File: src/rtl/flopenr_pipe.sv
// flopenr_pipe: elastic chain of DEPTH enable-flops with a valid bit per stage
// and valid/ready handshakes at both ends. Stage enables ripple back from the
// output so empty stages always load (bubbles collapse) and a stall never drops
// or duplicates a word. A synchronous flush discards everything in flight.
module flopenr_pipe #(
    parameter int               WIDTH     = 8,
    parameter int               DEPTH     = 2,
    parameter logic [WIDTH-1:0] RESET_VAL = '0
) (
    input  logic                         clk,
    input  logic                         reset,
    input  logic                         flush,
    input  logic                         in_valid,
    output logic                         in_ready,
    input  logic [WIDTH-1:0]             in_data,
    output logic                         out_valid,
    input  logic                         out_ready,
    output logic [WIDTH-1:0]             out_data,
    output logic [$clog2(DEPTH+1)-1:0]   count
);

    localparam int CW = $clog2(DEPTH+1);

    logic [WIDTH-1:0] data_q [DEPTH];
    logic [DEPTH-1:0] valid_q;
    logic [CW-1:0]    count_q;
    logic [CW-1:0]    count_d;
    logic [DEPTH-1:0] en;
    logic             accept;
    logic             deliver;

    // A stage may load when it is empty or when the stage after it can move on.
    always_comb begin : enable_chain
        logic ripple;
        en     = '0;
        ripple = !valid_q[DEPTH-1] | out_ready;
        en[DEPTH-1] = ripple;
        for (int i = DEPTH - 2; i >= 0; i--) begin
            ripple = !valid_q[i] | ripple;
            en[i]  = ripple;
        end
    end

    assign in_ready  = en[0] & ~flush;
    assign out_valid = valid_q[DEPTH-1] & ~flush;
    assign out_data  = data_q[DEPTH-1];
    assign count     = count_q;
    assign accept    = in_valid & in_ready;
    assign deliver   = out_valid & out_ready;

    // Occupancy tracks accepts minus deliveries; both together cancel out.
    always_comb begin
        count_d = count_q;
        if (accept && !deliver) begin
            count_d = count_q + CW'(1);
        end else if (deliver && !accept) begin
            count_d = count_q - CW'(1);
        end
    end

    // Advance enabled stages; data only moves with a valid word to avoid toggling.
    always_ff @(posedge clk or posedge reset) begin
        if (reset) begin
            for (int i = 0; i < DEPTH; i++) begin
                data_q[i] <= RESET_VAL;
            end
            valid_q <= '0;
            count_q <= '0;
        end else if (flush) begin
            valid_q <= '0;
            count_q <= '0;
        end else begin
            if (en[0]) begin
                valid_q[0] <= in_valid;
                if (in_valid) begin
                    data_q[0] <= in_data;
                end
            end
            for (int i = 1; i < DEPTH; i++) begin
                if (en[i]) begin
                    valid_q[i] <= valid_q[i-1];
                    if (valid_q[i-1]) begin
                        data_q[i] <= data_q[i-1];
                    end
                end
            end
            count_q <= count_d;
        end
    end

endmodule

File: config.mk
export PLATFORM = sky130hd
export DESIGN_NAME = flopenr_pipe
export DESIGN_NICKNAME = d
export VERILOG_FILES = /design/src/rtl/flopenr_pipe.sv
export SDC_FILE = /design/constraint.sdc
export NUM_CORES = 1
export LEC_CHECK = 0
export ABC_AREA = 1
export BUFFER_PORTS_ARGS = -buffer_cell sky130_fd_sc_hd__buf_2
export CAP_MARGIN = 20
export CORE_MARGIN = 5
export CORE_UTILIZATION = 23
export DETAILED_ROUTE_END_ITERATION = 10
export GPL_TIMING_DRIVEN = 0
export PLACE_DENSITY = 0.49
export SLEW_MARGIN = 20
export SYNTH_ARGS = -nofsm -noshare
export SYNTH_HDL_FRONTEND = slang
export SYNTH_SLANG_ARGS = --single-unit
File: constraint.sdc
create_clock -name clk -period 1 [get_ports clk]
set_input_delay 0.1 -clock clk [delete_from_list [all_inputs] [get_ports clk]]
set_output_delay 0.1 -clock clk [all_outputs]
set_load 0.01 [all_outputs]
==> summary.txt, run 1 <==
CLOCK NETWORK
----------------------------------------------------------------------------------------
Worst-Skew Late Latency ...................................................       260 ps
CTS root buf .............................................................. sky130_fd_sc_hd__clkbuf_8
Number of buffers added by the clock tree synthesis step ..................            3
Clock Tree Buf Depth ......................................................            2
Deepest level of the CTS H-tree ...........................................            1
Clock transition at the registers of the reported paths ...................        80 ps
TritonCTS clock tree ......................................................          yes
CTS sink count ............................................................           20

WORST SETUP PATH
----------------------------------------------------------------------------------------
Crit end category .........................................................    flip-flop
Start-to-end type of the worst setup path .................................      reg2reg
Element type at the critical path start ...................................    flip-flop
Required time of the worst setup path .....................................      1140 ps
Worst reg-to-reg path cell count ..........................................            7
Peak fanout along the critical path .......................................            3
Worst reg2reg startpoint ..................................................   valid_q[1]
Origin of the worst setup path ............................................   valid_q[1]
Arrival time reported for the critical path endpoint ......................      1280 ps

PLACED DESIGN
----------------------------------------------------------------------------------------
Total half-perimeter wirelength after legalization and detailed placement .      1.45 mm
Post-detailed-placement cell area .........................................    1160 um^2
Gp weighted congestion ....................................................        0.802
Number of cells after detailed placement ..................................          175
Number of I/O port buffers ................................................           24
Pre-CTS setup slack .......................................................      -157 ps

STA
----------------------------------------------------------------------------------------
Final Hold Fails ..........................................................           20
Peak Freq .................................................................    0.877 GHz
Worst clock skew ..........................................................      8.72 ps
Slew at the pin with the worst max-slew slack .............................       743 ps
Minimum setup slack in the final design ...................................      -140 ps
Portion of the clock cycle consumed by the worst path in the final layout .         114%
Worst slack on hold paths .................................................     -45.5 ps
Number of setup violations in the final report ............................           21
Number of max-slew violations in the final report .........................            0
Shortest clock period the worst path allows after layout ..................      1140 ps
RSZ-0062 raised after global routing ......................................          yes
Relative slew slack .......................................................        50.4%

FLOORPLANNING
----------------------------------------------------------------------------------------
Overall die width .........................................................      74.9 um
Starting density of the core ..............................................        23.9%
I/O pins ..................................................................           25
Full die area .............................................................    5610 um^2
Std-Cell Rows .............................................................           23
Die Span Y ................................................................      74.9 um
Core area .................................................................    4060 um^2

GRT
----------------------------------------------------------------------------------------
Antenna violations before repair ..........................................            0
Overflow left after global routing ........................................            0
Wire length of the first global-routing pass ..............................      3.36 mm
Met2 routing resource usage after global routing ..........................        13.5%
GR Util met1 ..............................................................        9.39%
Via count of the first global-routing pass ................................          756
Maximum number of pins on one net before global-route repair ..............           21
Peak-usage layer in the global routing report .............................         met2
Overall routing resource usage ............................................        7.81%
M3 GR Usage ...............................................................        2.94%

LOGIC SYNTHESIS
----------------------------------------------------------------------------------------
Synthesized netlist net count .............................................          114
Number of different library cells in the post-synthesis netlist ...........           18
Average instance area after synthesis .....................................    9.60 um^2
Sequential element share of the synthesized area ..........................        51.6%
Yosys synthesis warning count .............................................            0
Mapped Cells ..............................................................          101
Synth Register Bits .......................................................           20
Mapped cell area ..........................................................     970 um^2

CELLS AND AREA
----------------------------------------------------------------------------------------
Final Non-Filler Cells ....................................................          181
Nets@finish ...............................................................          145
Area Overhead vs Synth ....................................................        35.7%
Layout cell share with drive strength beyond 1 ............................        45.8%
Post-Layout Inst Area .....................................................    1320 um^2
Core utilization of the finished layout ...................................        32.4%
Commonest non-fill, non-tap cell in the layout ............................ sky130_fd_sc_hd__nand2_1
Number of antenna diodes ..................................................            0
Top library cells by usage in the layout, fill and taps aside ............. sky130_fd_sc_hd__nand2_1, sky130_fd_sc_hd__dfrtp_1, sky130_fd_sc_hd__buf_2, sky130_fd_sc_hd__inv_1, sky130_fd_sc_hd__buf_6

DETAILED ROUTING
----------------------------------------------------------------------------------------
Final routed wirelength across all metal layers ...........................      2.01 mm
Average detailed-routed wire length per instance ..........................      11.1 um
Number of violations reported at the end of detailed-routing iteration 0 ..           34
Vias per cell .............................................................         4.02
DRC violation count after routing .........................................            0
Iteration count of the initial detailed-routing pass ......................            4
Detail Route Antenna Nets .................................................            0
Via count .................................................................          727

STATUS
----------------------------------------------------------------------------------------
Status .................................................................... finished with violations
Failing checks ............................................................ hold timing, setup timing

POWER AND IR DROP
----------------------------------------------------------------------------------------
Power Density ............................................................. 1900 nW/um^2
LEAKAGE ...................................................................     0.666 nW
Worst supply voltage drop on vdd ..........................................      1100 uV
Design Power ..............................................................      2.50 mW

MIN PATH
----------------------------------------------------------------------------------------
Type of the most critical hold path .......................................     in2async

FLOW RUN
----------------------------------------------------------------------------------------
Max-cap check violation count .............................................            0

## cell families after synthesis
| logic type | after synthesis | share of synthesized area (%) |
|---|---|---|
| AO/OA/AOI/OAI | 20 | 13.8 |
| XOR/XNOR | 1 | 0.903 |
| buffers and inverters | 25 | 15.5 |
| flip-flops | 20 | 51.6 |
| AND/OR/NAND/NOR | 35 | 18.2 |
## state kept, by name (all words and copies together) (netlist names)
signal and count:
out_data 8, data_q 8, valid_q 2, count 2
## per-layer routing
layer  vias to the layer above  routed length (um)
met4                         0                   0
li1                        366                   -
met2                        15                1060
met1                       346                 835
met3                         0                 111
met5                         -                   0
## stage by stage
stage	hold WS [ps]	setup TNS, ps
after floorplan	63.8	-24.4
after global placement	270	-1680
after global routing	34.1	-3210
after detailed placement	282	-2210
final	-45.5	-1740
after CTS	-9.27	-1970
## final timing paths
| check | end | slack, ps |
|---|---|---|
| setup / recovery | count[0] | -140 |
| hold / removal | data_q[11] | -50 |
| setup reg to reg | count[0] | -140 |
| hold reg to reg | data_q[10] | 520 |
| max in group asynchronous | valid_q[0] | 570 |
| min in group clk | data_q[8] | 40 |
## power by group
group          internal, mW  switching (mW)  leakage [nW]
Sequential            0.942          0.0800         0.252
Clock                 0.534           0.265        0.0357
Combinational         0.384           0.291         0.378
Total                  1.86           0.636         0.666
## synthesized netlist by cell type
cell type / count / area share (%)
sky130_fd_sc_hd__nand2_1: 25 / 9.7
sky130_fd_sc_hd__dfrtp_1: 20 / 52
sky130_fd_sc_hd__inv_1: 13 / 5.0
sky130_fd_sc_hd__o21ai_2: 9 / 8.1
sky130_fd_sc_hd__buf_4: 8 / 6.2
sky130_fd_sc_hd__o21ai_1: 8 / 4.1
sky130_fd_sc_hd__nand3_2: 4 / 4.1
sky130_fd_sc_hd__nand2_2: 3 / 1.9
sky130_fd_sc_hd__o21ai_0: 2 / 1.0
sky130_fd_sc_hd__a21oi_1: 1 / 0.52
sky130_fd_sc_hd__buf_12: 1 / 2.1
sky130_fd_sc_hd__buf_6: 1 / 1.2
sky130_fd_sc_hd__inv_2: 1 / 0.39
sky130_fd_sc_hd__inv_4: 1 / 0.65
sky130_fd_sc_hd__nand3b_1: 1 / 0.77
sky130_fd_sc_hd__nand4_2: 1 / 1.3
sky130_fd_sc_hd__nor2_1: 1 / 0.39
sky130_fd_sc_hd__xnor2_1: 1 / 0.90
## repair_timing
action | 4_1_cts | 5_1_grt
setup endpoints to repair | 27 | 28
hold endpoints to repair | 12 | 0
pin swaps | 1 | 0
gates resized for setup | 9 | 5
cloned | 0 | 0
setup buffers | 3 | 4
## worst max-delay path: stages (launching register included)
cell and delay (ps):
sky130_fd_sc_hd__dfrtp_1 410, sky130_fd_sc_hd__buf_4 160, sky130_fd_sc_hd__nand3_4 80, sky130_fd_sc_hd__nand4_2 130, sky130_fd_sc_hd__nand2_2 90, sky130_fd_sc_hd__inv_1 50
sky130_fd_sc_hd__nand2_1 70, sky130_fd_sc_hd__o21ai_2 50
## final cells by class
class	count	area, um^2
inverters	15	61.3
clock inverters	1	30.0
multi-input cells	56	337
repair buffers	31	223
fillers	430	2740
well taps	50	62.6
flip-flops and latches	20	500
clock buffers	3	41.3
plain buffers	5	61.3
(Power assumes the default switching activity.)
==> run 2: changes to the inputs <==
- CTS_BUF_LIST: unset -> sky130_fd_sc_hd__clkbuf_16
==> run 2 against run 1 <==
Against the previous run: the flow still finishes with violations (hold timing, setup timing); combinational power increased by 13%; sequential cell count did not move; sequential power about the same; sequential share of layout area down 4.6 points; register-to-register slack gained 40 ps.
==> summary.txt, run 2 (synthesis gave the netlist of run 1 again) <==
STATUS
----------------------------------------------------------------------------------------
Status .................................................................... finished with violations
Failing checks ............................................................ hold timing, setup timing

GRT
----------------------------------------------------------------------------------------
Overflow left after global routing ........................................            0
Maximum number of pins on one net before global-route repair ..............           21
Overall routing resource usage ............................................        7.95%
Antenna violations before repair ..........................................            0
Wire length of the first global-routing pass ..............................      3.38 mm
Via count of the first global-routing pass ................................          778

WORST SETUP PATH
----------------------------------------------------------------------------------------
Worst stage delay on the critical path ....................................       420 ps
Ordered cell list for the critical path ................................... nand3_4, nand2_1, inv_1, buf_2
Number of buffer and inverter instances along the worst setup path ........            2
Peak fanout along the critical path .......................................            4
Origin of the worst setup path ............................................   valid_q[0]
Element type at the critical path start ...................................    flip-flop
Crit end category .........................................................  output port
Required time of the worst setup path .....................................       900 ps
Arrival time reported for the critical path endpoint ......................      1020 ps
Start-to-end type of the worst setup path .................................      reg2out
Slowest cell on crit path ................................................. sky130_fd_sc_hd__dfrtp_1
Worst reg2reg startpoint ..................................................   valid_q[0]
Top delay family on crit path .............................................   flip-flops

STA
----------------------------------------------------------------------------------------
Final Hold Fails ..........................................................           20
Worst clock skew ..........................................................      5.59 ps
Slew at the pin with the worst max-slew slack .............................       753 ps
Worst slack on hold paths .................................................     -25.7 ps
Peak Freq .................................................................    0.895 GHz
Shortest clock period the worst path allows after layout ..................      1120 ps
Relative slew slack .......................................................        49.8%
Portion of the clock cycle consumed by the worst path in the final layout .         112%
Number of setup violations in the final report ............................           13
Minimum setup slack in the final design ...................................      -117 ps
Number of max-slew violations in the final report .........................            0
RSZ-0062 raised after global routing ......................................          yes

DETAILED ROUTING
----------------------------------------------------------------------------------------
Final routed wirelength across all metal layers ...........................      2.09 mm
Vias per cell .............................................................         4.07
Via count .................................................................          782
Average detailed-routed wire length per instance ..........................      10.9 um
Detail Route Antenna Nets .................................................            0
DRC violation count after routing .........................................            0
Number of violations reported at the end of detailed-routing iteration 0 ..           10
Iteration count of the initial detailed-routing pass ......................            4

CLOCK NETWORK
----------------------------------------------------------------------------------------
CTS root buf .............................................................. sky130_fd_sc_hd__clkbuf_16
CTS sink count ............................................................           20
Clock Tree Buf Depth ......................................................            2
Worst-Skew Late Latency ...................................................       250 ps
Clock transition at the registers of the reported paths ...................        60 ps
TritonCTS clock tree ......................................................          yes
Number of buffers added by the clock tree synthesis step ..................            3
Deepest level of the CTS H-tree ...........................................            1
Count of hold-fix buffers inserted at cts .................................            0

POWER AND IR DROP
----------------------------------------------------------------------------------------
Worst supply voltage drop on vdd ..........................................      1500 uV
Power Density ............................................................. 1910 nW/um^2
Design Power ..............................................................      2.86 mW
LEAKAGE ...................................................................     0.742 nW

CELLS AND AREA
----------------------------------------------------------------------------------------
Area Overhead vs Synth ....................................................        54.6%
Commonest non-fill, non-tap cell in the layout ............................ sky130_fd_sc_hd__dfrtp_1
Layout cell share with drive strength beyond 1 ............................        58.5%
Number of antenna diodes ..................................................            0
Core utilization of the finished layout ...................................        36.9%
Nets@finish ...............................................................          156
Top library cells by usage in the layout, fill and taps aside ............. sky130_fd_sc_hd__dfrtp_1, sky130_fd_sc_hd__buf_2, sky130_fd_sc_hd__nand2_1, sky130_fd_sc_hd__buf_4

FLOW RUN
----------------------------------------------------------------------------------------
Max-cap check violation count .............................................            0

PLACED DESIGN
----------------------------------------------------------------------------------------
Gp weighted congestion ....................................................        0.802
Total half-perimeter wirelength after legalization and detailed placement .      1.45 mm
Number of I/O port buffers ................................................           24

FLOORPLANNING
----------------------------------------------------------------------------------------
Die Span Y ................................................................      74.9 um
Std-Cell Rows .............................................................           23
Core area .................................................................    4060 um^2
Full die area .............................................................    5610 um^2
Starting density of the core ..............................................        23.9%
I/O pins ..................................................................           25
Overall die width .........................................................      74.9 um

MIN PATH
----------------------------------------------------------------------------------------
Type of the most critical hold path .......................................     in2async

## run 2: cell count changes in the layout (fill, tap and decap cells not counted), sizes merged
cell,delta
clkbuf,+1
buf,+10
## run 2: cell type report
type,instances,area (um^2)
Fill cell,412,2560
Sequential cell,20,502
Multi-Input combinational cell,56,379
Timing Repair Buffer,37,292
Buffer,10,95.1
Clock buffer,3,75.1
Inverter,15,63.8
Tap cell,50,62.6
Clock inverter,1,30.0
## run 2: layer usage
layer | global-route usage (%) | part of all wire (%)
met5 | 0 | 0
met1 | 9.47 | 42
met3 | 2.94 | 4.6
met4 | 2.37 | 0.91
met2 | 13.3 | 53
## run 2: worst reg2reg max path: cells and delay by family, from the launching register on
kind / cells / cell delay (ps)
AND/OR/NAND/NOR: 4 / 350
buffers and inverters: 2 / 160
AO/OA/AOI/OAI: 1 / 50
flip-flops: 1 / 420
## run 2: metrics by stage
stage / setup slack (ps) / hold slack [ps] / std cells / TNS, ps / instance area (um^2)
after global placement: -138 / 270 / 175 / -1680 / 1160
after CTS: -133 / 9.48 / 185 / -812 / 1360
final: -117 / -25.7 / 192 / -813 / 1500
after detailed placement: -157 / 282 / 175 / -2210 / 1160
after global routing: -179 / 52.4 / 192 / -1750 / 1500
after floorplan: -11.8 / 63.8 / 101 / -24.4 / 977
## run 2: path summary, 6_finish.rpt
kind,slack (ps),cells past startpoint,to
min in group clk,50,3,data_q[8]
hold / removal,-30,2,out_data[1]
setup reg to reg,-100,7,count[0]
hold reg to reg,490,2,out_data[6]
setup / recovery,-120,4,in_ready
max in group asynchronous,500,2,valid_q[1]
## run 2: power breakdown
group | switching, mW | internal [mW] | total (mW) | leakage [nW]
Clock | 0.285 | 0.793 | 1.08 | 0.0511
Sequential | 0.0728 | 0.944 | 1.02 | 0.251
Combinational | 0.323 | 0.440 | 0.763 | 0.440
Total | 0.681 | 2.18 | 2.86 | 0.742
## run 2: what timing repair did
action | in CTS | in global routing
gates resized for setup | 15 | 16
setup buffers | 6 | 6
cloned | 0 | 1
endpoints found under the setup margin | 21 | 27
pin swaps | 3 | 0
==> run 3: changes to the inputs <==
- PLACE_DENSITY: 0.49 -> 0.47
- clock period: 1 -> 1.4 ns (I/O delays scaled with it)
==> run 3 against run 2 <==
Against the previous run: the flow now finishes without violations; wire length decreased by 12%; combinational power decreased by 49%; die area unchanged; final area decreased by 16%; count of clock-buffer cells in the layout unchanged; non-clock buffer count decreased by 13; critical path type unchanged; critical endpoint unchanged.
==> summary.txt, run 3 (synthesis gave the netlist of run 1 again) <==
STATUS
----------------------------------------------------------------------------------------
Status .................................................................... finished, final reports clean

WORST SETUP PATH
----------------------------------------------------------------------------------------
Required time of the worst setup path .....................................      1260 ps
Crit Reg-Reg Endpoint .....................................................  out_data[6]
Peak fanout along the critical path .......................................            4
Worst stage delay on the critical path ....................................       410 ps
Number of buffer and inverter instances along the worst setup path ........            2
Element type at the critical path start ...................................    flip-flop
Slowest cell on crit path ................................................. sky130_fd_sc_hd__dfrtp_1
Worst reg-to-reg path cell count ..........................................            5
Start-to-end type of the worst setup path .................................      reg2out
CP Depth ..................................................................            4
Top delay family on crit path .............................................   flip-flops
Arrival time reported for the critical path endpoint ......................      1040 ps
Register-to-register setup slack ..........................................       260 ps
Ordered cell list for the critical path ................................... nand3_2, nand2_1, inv_1, buf_2
Crit end category .........................................................  output port
Worst reg2reg startpoint ..................................................   valid_q[1]

GRT
----------------------------------------------------------------------------------------
Met2 routing resource usage after global routing ..........................        12.5%
Antenna violations before repair ..........................................            0
GR Util met1 ..............................................................        9.47%
Overall routing resource usage ............................................        7.67%
Via count of the first global-routing pass ................................          732
Wire length of the first global-routing pass ..............................      3.24 mm
Peak-usage layer in the global routing report .............................         met2
M3 GR Usage ...............................................................        2.80%
Overflow left after global routing ........................................            0
Maximum number of pins on one net before global-route repair ..............           21

DETAILED ROUTING
----------------------------------------------------------------------------------------
Detail Route Antenna Nets .................................................            0
Vias per cell .............................................................         3.98
Number of violations reported at the end of detailed-routing iteration 0 ..           11
DRC violation count after routing .........................................            0
Iteration count of the initial detailed-routing pass ......................            4
Final routed wirelength across all metal layers ...........................      1.84 mm
Average detailed-routed wire length per instance ..........................      10.3 um
Via count .................................................................          713

PLACED DESIGN
----------------------------------------------------------------------------------------
Number of cells after detailed placement ..................................          175
Gp weighted congestion ....................................................        0.721
Number of I/O port buffers ................................................           24
Total half-perimeter wirelength after legalization and detailed placement .      1.44 mm

MIN PATH
----------------------------------------------------------------------------------------
Type of the most critical hold path .......................................     in2async

STA
----------------------------------------------------------------------------------------
Portion of the clock cycle consumed by the worst path in the final layout .        84.3%
Shortest clock period the worst path allows after layout ..................      1180 ps
Total negative setup slack ................................................         0 ps
Worst clock skew ..........................................................      3.11 ps
Slew at the pin with the worst max-slew slack .............................       758 ps
Final Hold Fails ..........................................................            0
Number of setup violations in the final report ............................            0
Peak Freq .................................................................    0.847 GHz
Number of max-slew violations in the final report .........................            0
Relative slew slack .......................................................        49.4%
RSZ-0062 raised after global routing ......................................           no

CLOCK NETWORK
----------------------------------------------------------------------------------------
TritonCTS clock tree ......................................................          yes
Clock Tree Buf Depth ......................................................            2
Deepest level of the CTS H-tree ...........................................            1
Number of buffers added by the clock tree synthesis step ..................            3
Count of hold-fix buffers inserted at cts .................................            0
CTS sink count ............................................................           20
Clock transition at the registers of the reported paths ...................        60 ps
# Post-CTS Setup Buffers ..................................................            0
Resized Gates After CTS ...................................................            0
CTS root buf .............................................................. sky130_fd_sc_hd__clkbuf_16
Worst-Skew Late Latency ...................................................       250 ps

FLOORPLANNING
----------------------------------------------------------------------------------------
Starting density of the core ..............................................        23.9%
Std-Cell Rows .............................................................           23
I/O pins ..................................................................           25
Die Span Y ................................................................      74.9 um
Overall die width .........................................................      74.9 um
Core area .................................................................    4060 um^2
Full die area .............................................................    5610 um^2

POWER AND IR DROP
----------------------------------------------------------------------------------------
Combinational fraction of design power ....................................        20.6%
Worst supply voltage drop on vdd ..........................................       672 uV
Power Density ............................................................. 1490 nW/um^2
Cell internal pwr .........................................................      1.44 mW
Share of total power consumed by net switching ............................        23.3%
Sequential share of power .................................................        38.6%
Net Switching .............................................................       437 uW
Proportion of power drawn by the clock network ............................        40.8%
LEAKAGE ...................................................................     0.657 nW

CELLS AND AREA
----------------------------------------------------------------------------------------
Area Overhead vs Synth ....................................................        29.7%
Layout cell share with drive strength beyond 1 ............................        44.2%
Nets@finish ...............................................................          143
Commonest non-fill, non-tap cell in the layout ............................ sky130_fd_sc_hd__nand2_1
Number of antenna diodes ..................................................            0
Final Non-Filler Cells ....................................................          179
Top library cells by usage in the layout, fill and taps aside ............. sky130_fd_sc_hd__nand2_1, sky130_fd_sc_hd__buf_2, sky130_fd_sc_hd__dfrtp_1, sky130_fd_sc_hd__inv_1, sky130_fd_sc_hd__o21ai_2

FLOW RUN
----------------------------------------------------------------------------------------
Max-cap check violation count .............................................            0

==> run 3: cell types whose count changed in the layout (fill, tap and decap cells not counted), sizes merged <==
| cell | delta |
|---|---|
| clkbuf | -1 |
| buf | -12 |
==> run 3: worst max-delay path by stage <==
| stage | start | end | slack [ps] |
|---|---|---|---|
| floorplan | valid_q[1] | data_q[10] | 380 |
| global placement | valid_q[1] | out_data[6] | 260 |
| detailed placement | valid_q[1] | out_data[6] | 240 |
| CTS | valid_q[1] | in_ready | 200 |
| global route | valid_q[1] | in_ready | 110 |
| finish | valid_q[1] | in_ready | 220 |
==> run 3: final cells by class <==
class                           instances  area (um^2)
Fill cell                             435         2800
Clock buffer                            3         75.1
Timing Repair Buffer                   24          120
Clock inverter                          1         30.0
Inverter                               15         58.8
Multi-Input combinational cell         56          319
Buffer                                 10         91.3
Tap cell                               50         62.6
Sequential cell                        20          500
==> run 3: worst reg2reg max path, cell delays in order (launching register included) <==
cell and delay [ps]:
sky130_fd_sc_hd__dfrtp_1 420, sky130_fd_sc_hd__nand2_1 120, sky130_fd_sc_hd__nand3_2 180, sky130_fd_sc_hd__buf_6 210, sky130_fd_sc_hd__nand2_1 50, sky130_fd_sc_hd__o21ai_1 50
==> run 3: power by group through the flow <==
stage / Combinational [mW] / Clock (mW) / Sequential (mW)
after global placement: 0.391 / 0 / 0.730
after detailed placement: 0.396 / 0 / 0.736
after global routing: 0.438 / 0.813 / 0.738
final: 0.387 / 0.765 / 0.724
after floorplan: 0.277 / 0 / 0.729
after CTS: 0.396 / 0.787 / 0.726
==> run 3: metal layers <==
metal,vias to the layer above,share of wire [%]
li1,370,-
met1,327,44
met2,14,50
met3,2,5.2
met4,0,1.0
met5,-,0
==> run 3: metrics by stage <==
stage / cell area, um^2 / power, mW / hold WS [ps] / util, % / worst slack (ps)
finish: 1260 / 1.88 / 21.4 / 31.0 / 220
global route: 1260 / 1.99 / 96.6 / 31.0 / 108
CTS: 1260 / 1.91 / 55.8 / 31.0 / 196
detailed placement: 1150 / 1.13 / 324 / 28.4 / 236
global placement: 1150 / 1.12 / 306 / 28.4 / 259
floorplan: 970 / 1.01 / 104 / - / 377
